[src/rtl/text_buf_arbiter_if.sv]
// Bus bundle between the text buffer arbiter and its requesters/scanner.
// aux_req/aux_grant: aux holds req with stable ptr/char; a write happens in any cycle where req and grant are both high.
interface text_buf_arbiter_if;
   logic       host_valid;
   logic [7:0] host_byte;
   logic       aux_req;
   logic [3:0] aux_ptr;
   logic [7:0] aux_char;
   logic       aux_grant;
   logic [3:0] rd_addr;
   logic [7:0] rd_data;
   logic [3:0] wr_ptr;
   logic       busy;
   logic       ovf;
   logic       ovf_clr;
   logic       state_dbg;

   modport master (
      output host_valid, host_byte, aux_req, aux_ptr, aux_char, rd_addr, ovf_clr,
      input  aux_grant, rd_data, wr_ptr, busy, ovf, state_dbg
   );

   modport slave (
      input  host_valid, host_byte, aux_req, aux_ptr, aux_char, rd_addr, ovf_clr,
      output aux_grant, rd_data, wr_ptr, busy, ovf, state_dbg
   );
endinterface

[src/rtl/text_buf_arbiter.sv]
// 16-entry LED column character buffer: round-robin host/aux writes,
// host control-character decoding, multi-cycle clear, registered read port.
module text_buf_arbiter #(
   parameter int         DEPTH = 16,
   parameter logic [7:0] FILL  = 8'h20
) (
   input  logic                 CLK12M,
   input  logic                 nrst,
   text_buf_arbiter_if.slave    bus
);
   typedef enum logic {S_IDLE = 1'b0, S_CLEAR = 1'b1} state_t;

   state_t     state_q, state_d;
   logic [7:0] buf_q [DEPTH];
   logic       hold_full_q;
   logic [7:0] hold_byte_q;
   logic       host_last_q;
   logic [3:0] wr_ptr_q, wr_ptr_d;
   logic [3:0] clr_cnt_q;
   logic       ovf_q;
   logic [7:0] rd_data_q;

   logic       grant_host, grant_aux;
   logic       wr_en;
   logic [3:0] wr_addr;
   logic [7:0] wr_data;
   logic       drop;

   // Service selection: round robin only matters when both sides are pending.
   always_comb begin
      grant_host = 1'b0;
      grant_aux  = 1'b0;
      if (state_q == S_IDLE) begin
         if (hold_full_q && bus.aux_req) begin
            grant_host = !host_last_q;
            grant_aux  = host_last_q;
         end else begin
            grant_host = hold_full_q;
            grant_aux  = bus.aux_req;
         end
      end
   end

   always_ff @(posedge CLK12M or negedge nrst) begin
      if (!nrst) state_q <= S_IDLE;
      else       state_q <= state_d;
   end

   always_comb begin
      state_d = state_q;
      case (state_q)
         S_IDLE:  if (grant_host && hold_byte_q == 8'h1B) state_d = S_CLEAR;
         S_CLEAR: if (clr_cnt_q == 4'd15) state_d = S_IDLE;
         default: state_d = S_IDLE;
      endcase
   end

   always_comb begin
      wr_en    = 1'b0;
      wr_addr  = clr_cnt_q;
      wr_data  = FILL;
      wr_ptr_d = wr_ptr_q;
      if (state_q == S_CLEAR) begin
         wr_en = 1'b1;
      end else if (grant_aux) begin
         wr_en   = 1'b1;
         wr_addr = bus.aux_ptr;
         wr_data = bus.aux_char;
      end else if (grant_host) begin
         if (hold_byte_q == 8'h0D || hold_byte_q == 8'h1B) begin
            wr_ptr_d = 4'd0;
         end else if (hold_byte_q == 8'h08) begin
            wr_ptr_d = wr_ptr_q - 4'd1;
            wr_en    = 1'b1;
            wr_addr  = wr_ptr_q - 4'd1;
         end else if (hold_byte_q >= 8'h20 && hold_byte_q <= 8'h7E) begin
            wr_en    = 1'b1;
            wr_addr  = wr_ptr_q;
            wr_data  = hold_byte_q;
            wr_ptr_d = wr_ptr_q + 4'd1;
         end
      end
   end

   assign bus.aux_grant = grant_aux;
   assign bus.busy      = (state_q == S_CLEAR);
   assign bus.state_dbg = (state_q == S_CLEAR);
   assign bus.wr_ptr    = wr_ptr_q;
   assign bus.ovf       = ovf_q;
   assign bus.rd_data   = rd_data_q;

   // A consume in the same cycle frees the slot, so only an unconsumed full register drops.
   assign drop = bus.host_valid && hold_full_q && !grant_host;

   always_ff @(posedge CLK12M or negedge nrst) begin
      if (!nrst) begin
         hold_full_q <= 1'b0;
         hold_byte_q <= 8'h00;
         ovf_q       <= 1'b0;
         host_last_q <= 1'b1;
         wr_ptr_q    <= 4'd0;
         clr_cnt_q   <= 4'd0;
         rd_data_q   <= FILL;
         for (int i = 0; i < DEPTH; i++) buf_q[i] <= FILL;
      end else begin
         if (bus.host_valid && !drop) begin
            hold_full_q <= 1'b1;
            hold_byte_q <= bus.host_byte;
         end else if (grant_host) begin
            hold_full_q <= 1'b0;
         end
         if (drop)             ovf_q <= 1'b1;
         else if (bus.ovf_clr) ovf_q <= 1'b0;
         if (grant_host)       host_last_q <= 1'b1;
         else if (grant_aux)   host_last_q <= 1'b0;
         clr_cnt_q <= (state_q == S_CLEAR) ? clr_cnt_q + 4'd1 : 4'd0;
         wr_ptr_q  <= wr_ptr_d;
         if (wr_en) buf_q[wr_addr] <= wr_data;
         rd_data_q <= buf_q[bus.rd_addr];
      end
   end
endmodule

[src/flat_wrapper.sv]
// flat-port wrapper written by rule: the top's interface ports become plain ports
module text_buf_arbiter_flat 
#(
   parameter int         DEPTH = 16,
   parameter logic [7:0] FILL  = 8'h20
)
  (CLK12M, nrst, bus_host_valid, bus_host_byte, bus_aux_req, bus_aux_ptr, bus_aux_char, bus_rd_addr, bus_ovf_clr, bus_aux_grant, bus_rd_data, bus_wr_ptr, bus_busy, bus_ovf, bus_state_dbg);
  text_buf_arbiter_if bus_i ();
  input  logic CLK12M;
  input  logic nrst;
  input wire logic [$bits(bus_i.host_valid)-1:0] bus_host_valid;
  input wire logic [$bits(bus_i.host_byte)-1:0] bus_host_byte;
  input wire logic [$bits(bus_i.aux_req)-1:0] bus_aux_req;
  input wire logic [$bits(bus_i.aux_ptr)-1:0] bus_aux_ptr;
  input wire logic [$bits(bus_i.aux_char)-1:0] bus_aux_char;
  input wire logic [$bits(bus_i.rd_addr)-1:0] bus_rd_addr;
  input wire logic [$bits(bus_i.ovf_clr)-1:0] bus_ovf_clr;
  output wire logic [$bits(bus_i.aux_grant)-1:0] bus_aux_grant;
  output wire logic [$bits(bus_i.rd_data)-1:0] bus_rd_data;
  output wire logic [$bits(bus_i.wr_ptr)-1:0] bus_wr_ptr;
  output wire logic [$bits(bus_i.busy)-1:0] bus_busy;
  output wire logic [$bits(bus_i.ovf)-1:0] bus_ovf;
  output wire logic [$bits(bus_i.state_dbg)-1:0] bus_state_dbg;
  assign bus_i.host_valid = bus_host_valid;
  assign bus_i.host_byte = bus_host_byte;
  assign bus_i.aux_req = bus_aux_req;
  assign bus_i.aux_ptr = bus_aux_ptr;
  assign bus_i.aux_char = bus_aux_char;
  assign bus_i.rd_addr = bus_rd_addr;
  assign bus_i.ovf_clr = bus_ovf_clr;
  assign bus_aux_grant = bus_i.aux_grant;
  assign bus_rd_data = bus_i.rd_data;
  assign bus_wr_ptr = bus_i.wr_ptr;
  assign bus_busy = bus_i.busy;
  assign bus_ovf = bus_i.ovf;
  assign bus_state_dbg = bus_i.state_dbg;
  text_buf_arbiter #(.DEPTH(DEPTH), .FILL(FILL)) u_core (.CLK12M(CLK12M), .nrst(nrst), .bus(bus_i));
endmodule
[config.mk]
export PLATFORM = sky130hd
export DESIGN_NAME = text_buf_arbiter_flat
export DESIGN_NICKNAME = d
export VERILOG_FILES = /design/src/rtl/text_buf_arbiter_if.sv /design/src/rtl/text_buf_arbiter.sv /design/src/flat_wrapper.sv
export SDC_FILE = /design/constraint.sdc
export NUM_CORES = 1
export LEC_CHECK = 0
export CAP_MARGIN = 20
export CORE_MARGIN = 8
export CORE_UTILIZATION = 60
export CTS_CLUSTER_DIAMETER = 150
export DETAILED_ROUTE_END_ITERATION = 8
export PLACE_DENSITY = 0.84
export SLEW_MARGIN = 40
export SYNTH_ARGS = -nofsm -noshare
export SYNTH_HDL_FRONTEND = slang
export SYNTH_SLANG_ARGS = --single-unit
[constraint.sdc]
create_clock -name CLK12M -period 3.9 [get_ports CLK12M]
set_clock_uncertainty 0.2 [all_clocks]
set_input_delay 0.39 -clock CLK12M [delete_from_list [all_inputs] [get_ports CLK12M]]
set_output_delay 0.39 -clock CLK12M [all_outputs]
set_load 0.01 [all_outputs]
-- Word level (Yosys, flattened, before mapping)
Cells that the tools add are included.
- register bits: 156
- input bits: 29
- order comparisons: 5
- reduce and logical (&&, ||, !) cells: 16
- bitwise operators: 4
- multiplexer cells: 41
- $add $sub $neg: 3
- equal/unequal tests: 4
- operators with widths (operator ; count):
    bitwise mux 128 bit ; 1
    2-to-1 mux 8 bit ; 9
    2-to-1 mux 4 bit ; 10
    binary-select mux 8 bit (select 4 bit) ; 1
    demux 8 bit (select 4 bit) ; 1
    2-to-1 mux 1 bit ; 18
    equality test 8 x 4 -> 1 bit (second input constant) ; 2
    greater-or-equal comparator 5 bit (second input constant) ; 2
    inverter 4 -> 5 bit ; 2
    adder 4 x 1 -> 4 bit (second input constant) ; 2
    equality test 8 x 5 -> 1 bit (second input constant) ; 1
    greater-or-equal comparator 8 x 6 -> 1 bit (second input constant) ; 1
    <= comparator 8 x 7 -> 1 bit (second input constant) ; 1
    logical AND 1 bit ; 7
    nonzero test 2 bit ; 3
    less-than comparator 5 x 1 -> 1 bit (second input constant) ; 1
    equality test 4 bit (second input constant) ; 1
    AND reduction 4 bit ; 1
    subtractor 4 x 1 -> 4 bit (second input constant) ; 1
    zero test 1 bit ; 3
    nonzero test 3 bit ; 1
    inverter 1 bit ; 2
    case mux 1 bit (2 select lines) ; 1
    logical OR 1 bit ; 1

-- Longest topological paths before layout
Gate-level depths: netlist of the first run.
- depth after elaboration: 14
- mapped depth: 9
- depth with buffers taken out: 9

-- Worst setup path after synthesis of the first run
OpenSTA, ideal clock, no wires.
- kind: reg2reg
- start: register u_core.wr_ptr_q[0], in the netlist u_core.bus.wr_ptr[0]
- end: register u_core.buf_q[56] in the netlist's numbering
- cell stages (with the launch flop): 10
- setup time: 0.125 ns
- data arrival time: 2.780 ns
- required time: 3.575 ns
- path slack: 0.795 ns
- cell sequence: dfrtp_1 -> inv_1 -> ha_1 -> or3b_2 -> a211o_1 -> a21oi_1 -> o311ai_0 -> or3_1 -> buf_4 -> mux2_4
- word-level cells in the longest chain between the ends: 12
- ends and longest elaborated chain (what ; line ; text):
    start: declaration ; text_buf_arbiter.sv:18 ; logic [3:0] wr_ptr_q, wr_ptr_d;
    start signal: assignment ; text_buf_arbiter.sv:117 ; wr_ptr_q <= wr_ptr_d;
    subtractor 4 x 1 -> 4 bit / 2-to-1 mux 4 bit (equally long branches) ; text_buf_arbiter.sv:75, text_buf_arbiter.sv:76 ;
    2-to-1 mux 4 bit * ; text_buf_arbiter.sv:72 ; end else if (hold_byte_q == 8'h08) begin
    2-to-1 mux 4 bit * ; text_buf_arbiter.sv:70 ; if (hold_byte_q == 8'h0D || hold_byte_q == 8'h1B) begin
    2-to-1 mux 4 bit * ; text_buf_arbiter.sv:69 ; end else if (grant_host) begin
    2-to-1 mux 4 bit * ; text_buf_arbiter.sv:65 ; end else if (grant_aux) begin
    2-to-1 mux 4 bit * ; text_buf_arbiter.sv:63 ; if (state_q == S_CLEAR) begin
    inverter 4 -> 5 bit (not written as such) * ; text_buf_arbiter.sv:118 ; if (wr_en) buf_q[wr_addr] <= wr_data;
    greater-or-equal comparator 5 bit (not written as such) / less-than comparator 5 x 1 -> 1 bit (equally long branches) ; text_buf_arbiter.sv:118 ;
    logical AND 1 bit (not written as such) ; text_buf_arbiter.sv:118 ;
    2-to-1 mux 8 bit (not written as such) ; text_buf_arbiter.sv:118 ;
    demux 8 bit (select 4 bit) * ; text_buf_arbiter.sv:118 ;
    bitwise mux 128 bit * ; text_buf_arbiter.sv:118 ;
    end signal: indexed assignment ; text_buf_arbiter.sv:118 ;
    end: declaration ; text_buf_arbiter.sv:14 ; logic [7:0] buf_q [DEPTH];
Every way passes the cells marked *; elsewhere a longest branch is shown, timed or not.
A chain may end at the register's enable or synchronous reset.

-- Worst setup path in the final report of the first run
- start: register u_core.hold_byte_q[0]
- end: register u_core.buf_q[57] in the netlist's numbering
- word-level cells in the longest chain between the ends: 14
- ends and longest elaborated chain (what ; line ; text):
    start: declaration ; text_buf_arbiter.sv:16 ; logic [7:0] hold_byte_q;
    start signal: assignment ; text_buf_arbiter.sv:108 ; hold_byte_q <= bus.host_byte;
    greater-or-equal comparator 8 x 6 -> 1 bit / <= comparator 8 x 7 -> 1 bit (equally long branches) ; text_buf_arbiter.sv:76 ; end else if (hold_byte_q >= 8'h20 && hold_byte_q <= 8'h7E) begin
    logical AND 1 bit ; text_buf_arbiter.sv:76 ;
    2-to-1 mux 4 bit ; text_buf_arbiter.sv:76 ;
    2-to-1 mux 4 bit ; text_buf_arbiter.sv:72 ;
    2-to-1 mux 4 bit ; text_buf_arbiter.sv:70 ;
    2-to-1 mux 4 bit ; text_buf_arbiter.sv:69 ;
    2-to-1 mux 4 bit ; text_buf_arbiter.sv:65 ;
    2-to-1 mux 4 bit ; text_buf_arbiter.sv:63 ;
    inverter 4 -> 5 bit (not written as such) ; text_buf_arbiter.sv:118 ;
    greater-or-equal comparator 5 bit (not written as such) / less-than comparator 5 x 1 -> 1 bit (equally long branches) ; text_buf_arbiter.sv:118 ;
    logical AND 1 bit (not written as such) ; text_buf_arbiter.sv:118 ;
    2-to-1 mux 8 bit (not written as such) ; text_buf_arbiter.sv:118 ;
    demux 8 bit (select 4 bit) ; text_buf_arbiter.sv:118 ;
    bitwise mux 128 bit ; text_buf_arbiter.sv:118 ;
Parallel ways exist; a longest one is shown, timed or not.

==> metrics, run 1 <==
PostCTS Resize Cnt 0; Max Freq 281.1 MHz; Area growth, synth to finish 16.16%; #FFs+latches synth 156; Syn Nets 524; Residual DRC 0; Hold Fails Final Rpt 0; yosys warns 0; fin crit period 3.557 ns; # rows 40; crit path cell chain and3_1 > a211oi_1 > o211ai_1 > o31a_1 > o211ai_2 > or3_1 > mux2_4; final setup vio count 0; post-DR vias/cell 6.382; Tcrit/Tclk final 91.21%; Synth cell types 66; Die Y-Extent 127.5 um; CTS Sinks 156; ranking of synthesized cells by area dfrtp_1 46%, mux2_2 18%, mux4_2 12%; Least-Margin Pin Slew 0.7526 ns; required time worst endpoint 4.00 ns; Buffers on Ports 44; Slowest Stage Delay on Critical Path 0.66 ns; Top FF cell, synth dfrtp_1; initial antenna violation count 0; R2R Setup Slk 0.34 ns; Yosys top cell area share 46.30%; initial drt markers 490; CTS Buf Count 17; routed len/inst 23.85 um; power per cell area 772.5 nW/um^2; CTS clk-pin slew, worst paths 0.06 ns; Post-Syn Area 7458 um^2; Top Ports 45; max_cap viols 0; Slew Limit Fails 0; Post-DRT Antenna Nets 0; core area 12060 um^2; chip width 127.5 um; vias in the first global route 4970; Mapped Cells 492; average size of a mapped cell 15.16 um^2; crit end category register; layout cells sized above 1 44.83%; Synth area leader dfrtp_1; sequential element share of the synthesized area 52.64%; Setup CP Type register to register; antenna cells 0; grt ovf 0; Starting Density 61.84%; Slew headroom 49.53%; clk buf depth 2; drt first pass iters 6; CTS tree done; Filler cells 772; FFs w/ async S/R, synth 100.0%; Final Total Pwr 6692 uW; Worst Path Max Fanout 9; EDFF count, synth 0; HP Class register to register; GRT Overall Usage 22.46%; crit path launch type register; final WL 17150 um; depth of the CTS H-tree 4; vias after detailed routing 4589; GP Congestion 0.9229; Crit path arrival time 3.66 ns; Final nets 570; status complete, no violations; final core occ 71.83%; RSZ-0062 raised after global routing false; first-pass GRT wire length 27540 um; slowest CP cell a211oi_1; leakage power 0.003846 uW; final setup TNS 0 ns; Post-DP HPWL 10990 um; Die ar. 16250 um^2; Skew-Pair Late Insertion Delay 0.42 ns; pin count of the biggest net entering global routing 90; Root Buffer clkbuf_16; maximum vdd drop 0.4767 mV; number of setup buffers added after CTS 0
layer usage:
metal,GRT usage [%],part of all wire (%)
met3,7.196,6.8
met2,36.00,49
met4,9.027,3.1
met1,27.78,41
met5,0,0
path summary, 6_finish.rpt:
path / start / end / cells past startpoint
max in group asynchronous: nrst / u_core.buf_q[85] / 3
min reg2reg: u_core.host_last_q / u_core.host_last_q / 2
max reg2reg: u_core.hold_byte_q[0] / u_core.buf_q[57] / 7
min in group asynchronous: nrst / u_core.buf_q[116] / 2
min: u_core.host_last_q / u_core.host_last_q / 2
max: u_core.hold_byte_q[0] / u_core.buf_q[57] / 7
cells in the final DEF, fill, tap and decap left out, types with 4 or more instances in the layout:
cell type          n
clkdlybuf4s50_1   42
dfrtp_1          138
clkbuf_1           6
nor3_1             4
nor2_2             4
a22o_1             6
mux2_4            16
dfstp_2           18
nor2_1            12
mux4_2            40
clkbuf_16         17
nand3_1            5
and2_1             5
nand2_1           12
mux2_2           118
nand2_2            8
buf_4              5
o211ai_1           4
inv_1              5
o21ai_0            6
stage by stage:
| stage | instance area (um^2) | hold WS (ns) | setup slack [ns] | instances |
|---|---|---|---|---|
| after floorplan | 7458 | -0.1056 | 0.7949 | 492 |
| after global placement | 8059 | 0.2548 | 0.5637 | 686 |
| final | 8663 | 0.2676 | 0.3430 | 719 |
| after detailed placement | 8059 | 0.2624 | 0.4559 | 686 |
| after global routing | 8663 | 0.3023 | 0.2116 | 719 |
| after CTS | 8661 | 0.2724 | 0.4015 | 719 |
critical path, delay by kind of cell, from the launching register on:
family,cells,cell delay (ns)
AND/OR/NAND/NOR,2,0.80
multiplexers,1,0.36
AO/OA/AOI/OAI,4,1.59
flip-flops,1,0.48
kinds of logic after synthesis:
group | after synthesis | synth area share [%]
AND/OR/NAND/NOR | 75 | 5.721
multiplexers | 178 | 33.69
flip-flops | 156 | 52.64
XOR/XNOR | 2 | 0.2349
adder cells (fa/ha/maj) | 3 | 0.5033
buffers and inverters | 30 | 1.694
AO/OA/AOI/OAI | 48 | 5.519
timing repair:
action,4_1_cts,5_1_grt
endpoints found under the hold margin,75,0
hold buffers,1,0
setup endpoints to repair,0,0
cells in the mapped netlist, drive strengths merged (4+ instances only):
cell / number
a211oi: 4
nand2: 20
dfrtp: 138
a22o: 6
clkbuf: 14
o211ai: 5
o21ai: 6
buf: 10
dfstp: 18
nor3: 4
inv: 5
nor2: 17
mux4: 40
mux2: 136
and2: 5
nand3: 5
final cells by class:
class	count	area, um^2	area share, %
well taps	168	210.2	2.426
clock buffers	25	475.5	5.488
inverters	6	22.52	0.2600
clock inverters	7	116.4	1.343
multi-input cells	306	3406	39.31
flip-flops and latches	156	3926	45.32
repair buffers	51	506.7	5.849
power breakdown:
| group | switching [uW] | internal, uW | leakage (uW) | total, uW |
|---|---|---|---|---|
| sequential | 414 | 2290 | 0.00201 | 2710 |
| clock | 625 | 1040 | 0.000285 | 1660 |
| combinational | 1090 | 1230 | 0.00155 | 2320 |
| total | 2130 | 4560 | 0.00385 | 6690 |
state kept, by name (all words and copies together) (netlist names):
register / cells
u_core.buf_q: 128
u_core.bus.busy: 1
u_core.bus.ovf: 1
u_core.bus.rd_data: 8
u_core.bus.wr_ptr: 4
u_core.clr_cnt_q: 4
u_core.hold_byte_q: 8
u_core.hold_full_q: 1
u_core.host_last_q: 1
Note: power is estimated with default switching activity, not from simulation.
==> run 2: changes to the inputs <==
Settings changed: CORE_UTILIZATION 60 to 54, PLACE_DENSITY 0.84 to 0.8, SLEW_MARGIN 40 to 20.
Clock period 3.9 ns to 2.95 ns, I/O delays scaled along.
==> run 2 against run 1 <==
The run now ends with negative setup slack left. Non-clock buffer count rose by 71. Clock power up 31%. Sequential share of layout area shrank 5.2 points. Cell area rose by 13%. Maximum frequency is 14% higher. Global-route usage fell by 1.7 points. Critical path type unchanged. Sequential power grew 31%. Setup slack worse by 0.52 ns.
==> metrics, run 2 (synthesized netlist as in run 1, its figures left out) <==
post-DR vias/cell 6.214; max reg flops 128; initial drt markers 258; status complete, but fails checks; Hold Fails Final Rpt 0; CTS Sinks 156; CTS Buf Count 17; Die ar. 17830 um^2; Post-DP HPWL 12080 um; count of non-filler cells in the finished layout 802; most frequent cells in the layout 135 x dfrtp_1, 111 x mux2_2, 53 x buf_4; Final nets 641; depth of the CTS H-tree 4; routed len/inst 24.11 um; drt first pass iters 5; Max Freq 320.0 MHz; Starting Density 54.58%; Filler cells 850; final setup vio count 122; Crit path arrival time 3.23 ns; core area 13670 um^2; final WL 19340 um; final worst setup slack -0.1749 ns; Top Ports 45; GRT Overall Usage 20.78%; Slew headroom 45.10%; Die Y-Extent 133.5 um; CTS tree done; DP Cell Count 752; grt ovf 0; pin count of the biggest net entering global routing 75; vias after detailed routing 4984; Buffers on Ports 44; WHS Endpoint u_core.bus.ovf; final core occ 71.76%; max_cap viols 0; RSZ-0062 raised after global routing true; R2R Setup Slk -0.17 ns; CTS clk-pin slew, worst paths 0.06 ns; Root Buffer clkbuf_16; chip width 133.5 um; vias in the first global route 5266; fin crit period 3.125 ns; Reg with most FFs u_core.buf_q; layout cells sized above 1 57.40%; # rows 43; Setup CP Type register to register; Worst Path Max Fanout 8; Residual DRC 0; Reg-to-Reg Start u_core.hold_byte_q[1]; worst r2r dst u_core.buf_q[102]; failing checks negative setup slack; worst hold start bus_ovf_clr; maximum vdd drop 0.5824 mV; Post-DRT Antenna Nets 0; hold depth 2; Area growth, synth to finish 31.49%; Skew-Pair Late Insertion Delay 0.43 ns; GP Congestion 0.8789; leakage power 0.004354 uW; antenna cells 0; Tcrit/Tclk final 105.9%; crit end category register; HP Class input pin to register; commonest non-fill, non-tap cell in the layout dfrtp_1; clk buf depth 2; crit path launch type register; Slew Limit Fails 0; Least-Margin Pin Slew 0.8231 ns; path depth of the worst reg2reg path 9; required time worst endpoint 3.06 ns; initial antenna violation count 0; first-pass GRT wire length 28550 um; power per cell area 1046 nW/um^2
==> run 2: cell type report <==
cell class	count	area [um^2]	share of cell area (%)
clock buffer	27	503.0	5.129
clock inverter	5	81.33	0.8293
inverter	6	22.52	0.2297
multi-input combinational	306	3804	38.79
sequential	156	3930	40.07
tap	180	225.2	2.297
timing repair buffer	122	1241	12.66
==> run 2: power breakdown <==
part / leakage (uW) / switching (uW) / total (uW) / internal (uW)
clock network: 0.000282 / 832 / 2170 / 1340
logic: 0.00207 / 2060 / 4540 / 2480
registers: 0.00200 / 517 / 3550 / 3040
==> run 2: worst max-delay path by stage <==
| stage | startpoint | end | depth (start not counted) |
|---|---|---|---|
| floorplan | u_core.hold_byte_q[7] | u_core.buf_q[0] | 8 |
| global placement | u_core.hold_byte_q[6] | u_core.buf_q[79] | 7 |
| detailed placement | u_core.hold_byte_q[6] | u_core.buf_q[79] | 7 |
| CTS | u_core.bus.wr_ptr[1] | u_core.buf_q[63] | 9 |
| global route | u_core.hold_byte_q[1] | u_core.buf_q[103] | 9 |
| finish | u_core.hold_byte_q[1] | u_core.buf_q[102] | 9 |
==> run 2: worst max-delay path: stages (launching register included) <==
cell	delay (ns)
dfrtp_1	0.43
and3b_1	0.23
o211ai_1	0.48
o211ai_1	0.27
o31a_1	0.37
buf_4	0.17
a2bb2oi_4	0.29
nand2_2	0.13
buf_12	0.16
mux2_2	0.27
==> run 2: per-layer routing <==
layer / track usage [%] / wire [um] / vias to the layer above
li1: - / - / 2112
met1: 24.62 / 7736 / 2663
met2: 35.46 / 10190 / 157
met3: 4.970 / 776 / 52
met4: 8.858 / 631 / 0
met5: 0 / 0 / -
==> run 2: stage by stage <==
stage / TNS (ns) / instance area (um^2) / setup WS (ns) / power (uW) / hold WS, ns
after global routing: -17.48 / 9807 / -0.2260 / 10680 / 0.2727
after global placement: -7.161 / 8640 / -0.1455 / 6974 / 0.1609
after floorplan: 0 / 7481 / 0.002111 / 5704 / -0.2006
final: -10.99 / 9807 / -0.1749 / 10260 / 0.2454
after CTS: -1.239 / 9389 / -0.06652 / 9574 / 0.2476
after detailed placement: -14.30 / 8640 / -0.2115 / 7167 / 0.1730
==> run 2: repair_timing <==
item                       in CTS  in global routing
setup buffers                   3                 14
gates resized for setup        29                 55
hold buffers                    1                  0
hold endpoints to repair       71                  0
setup endpoints to repair     127                128
pin swaps                       8                 13
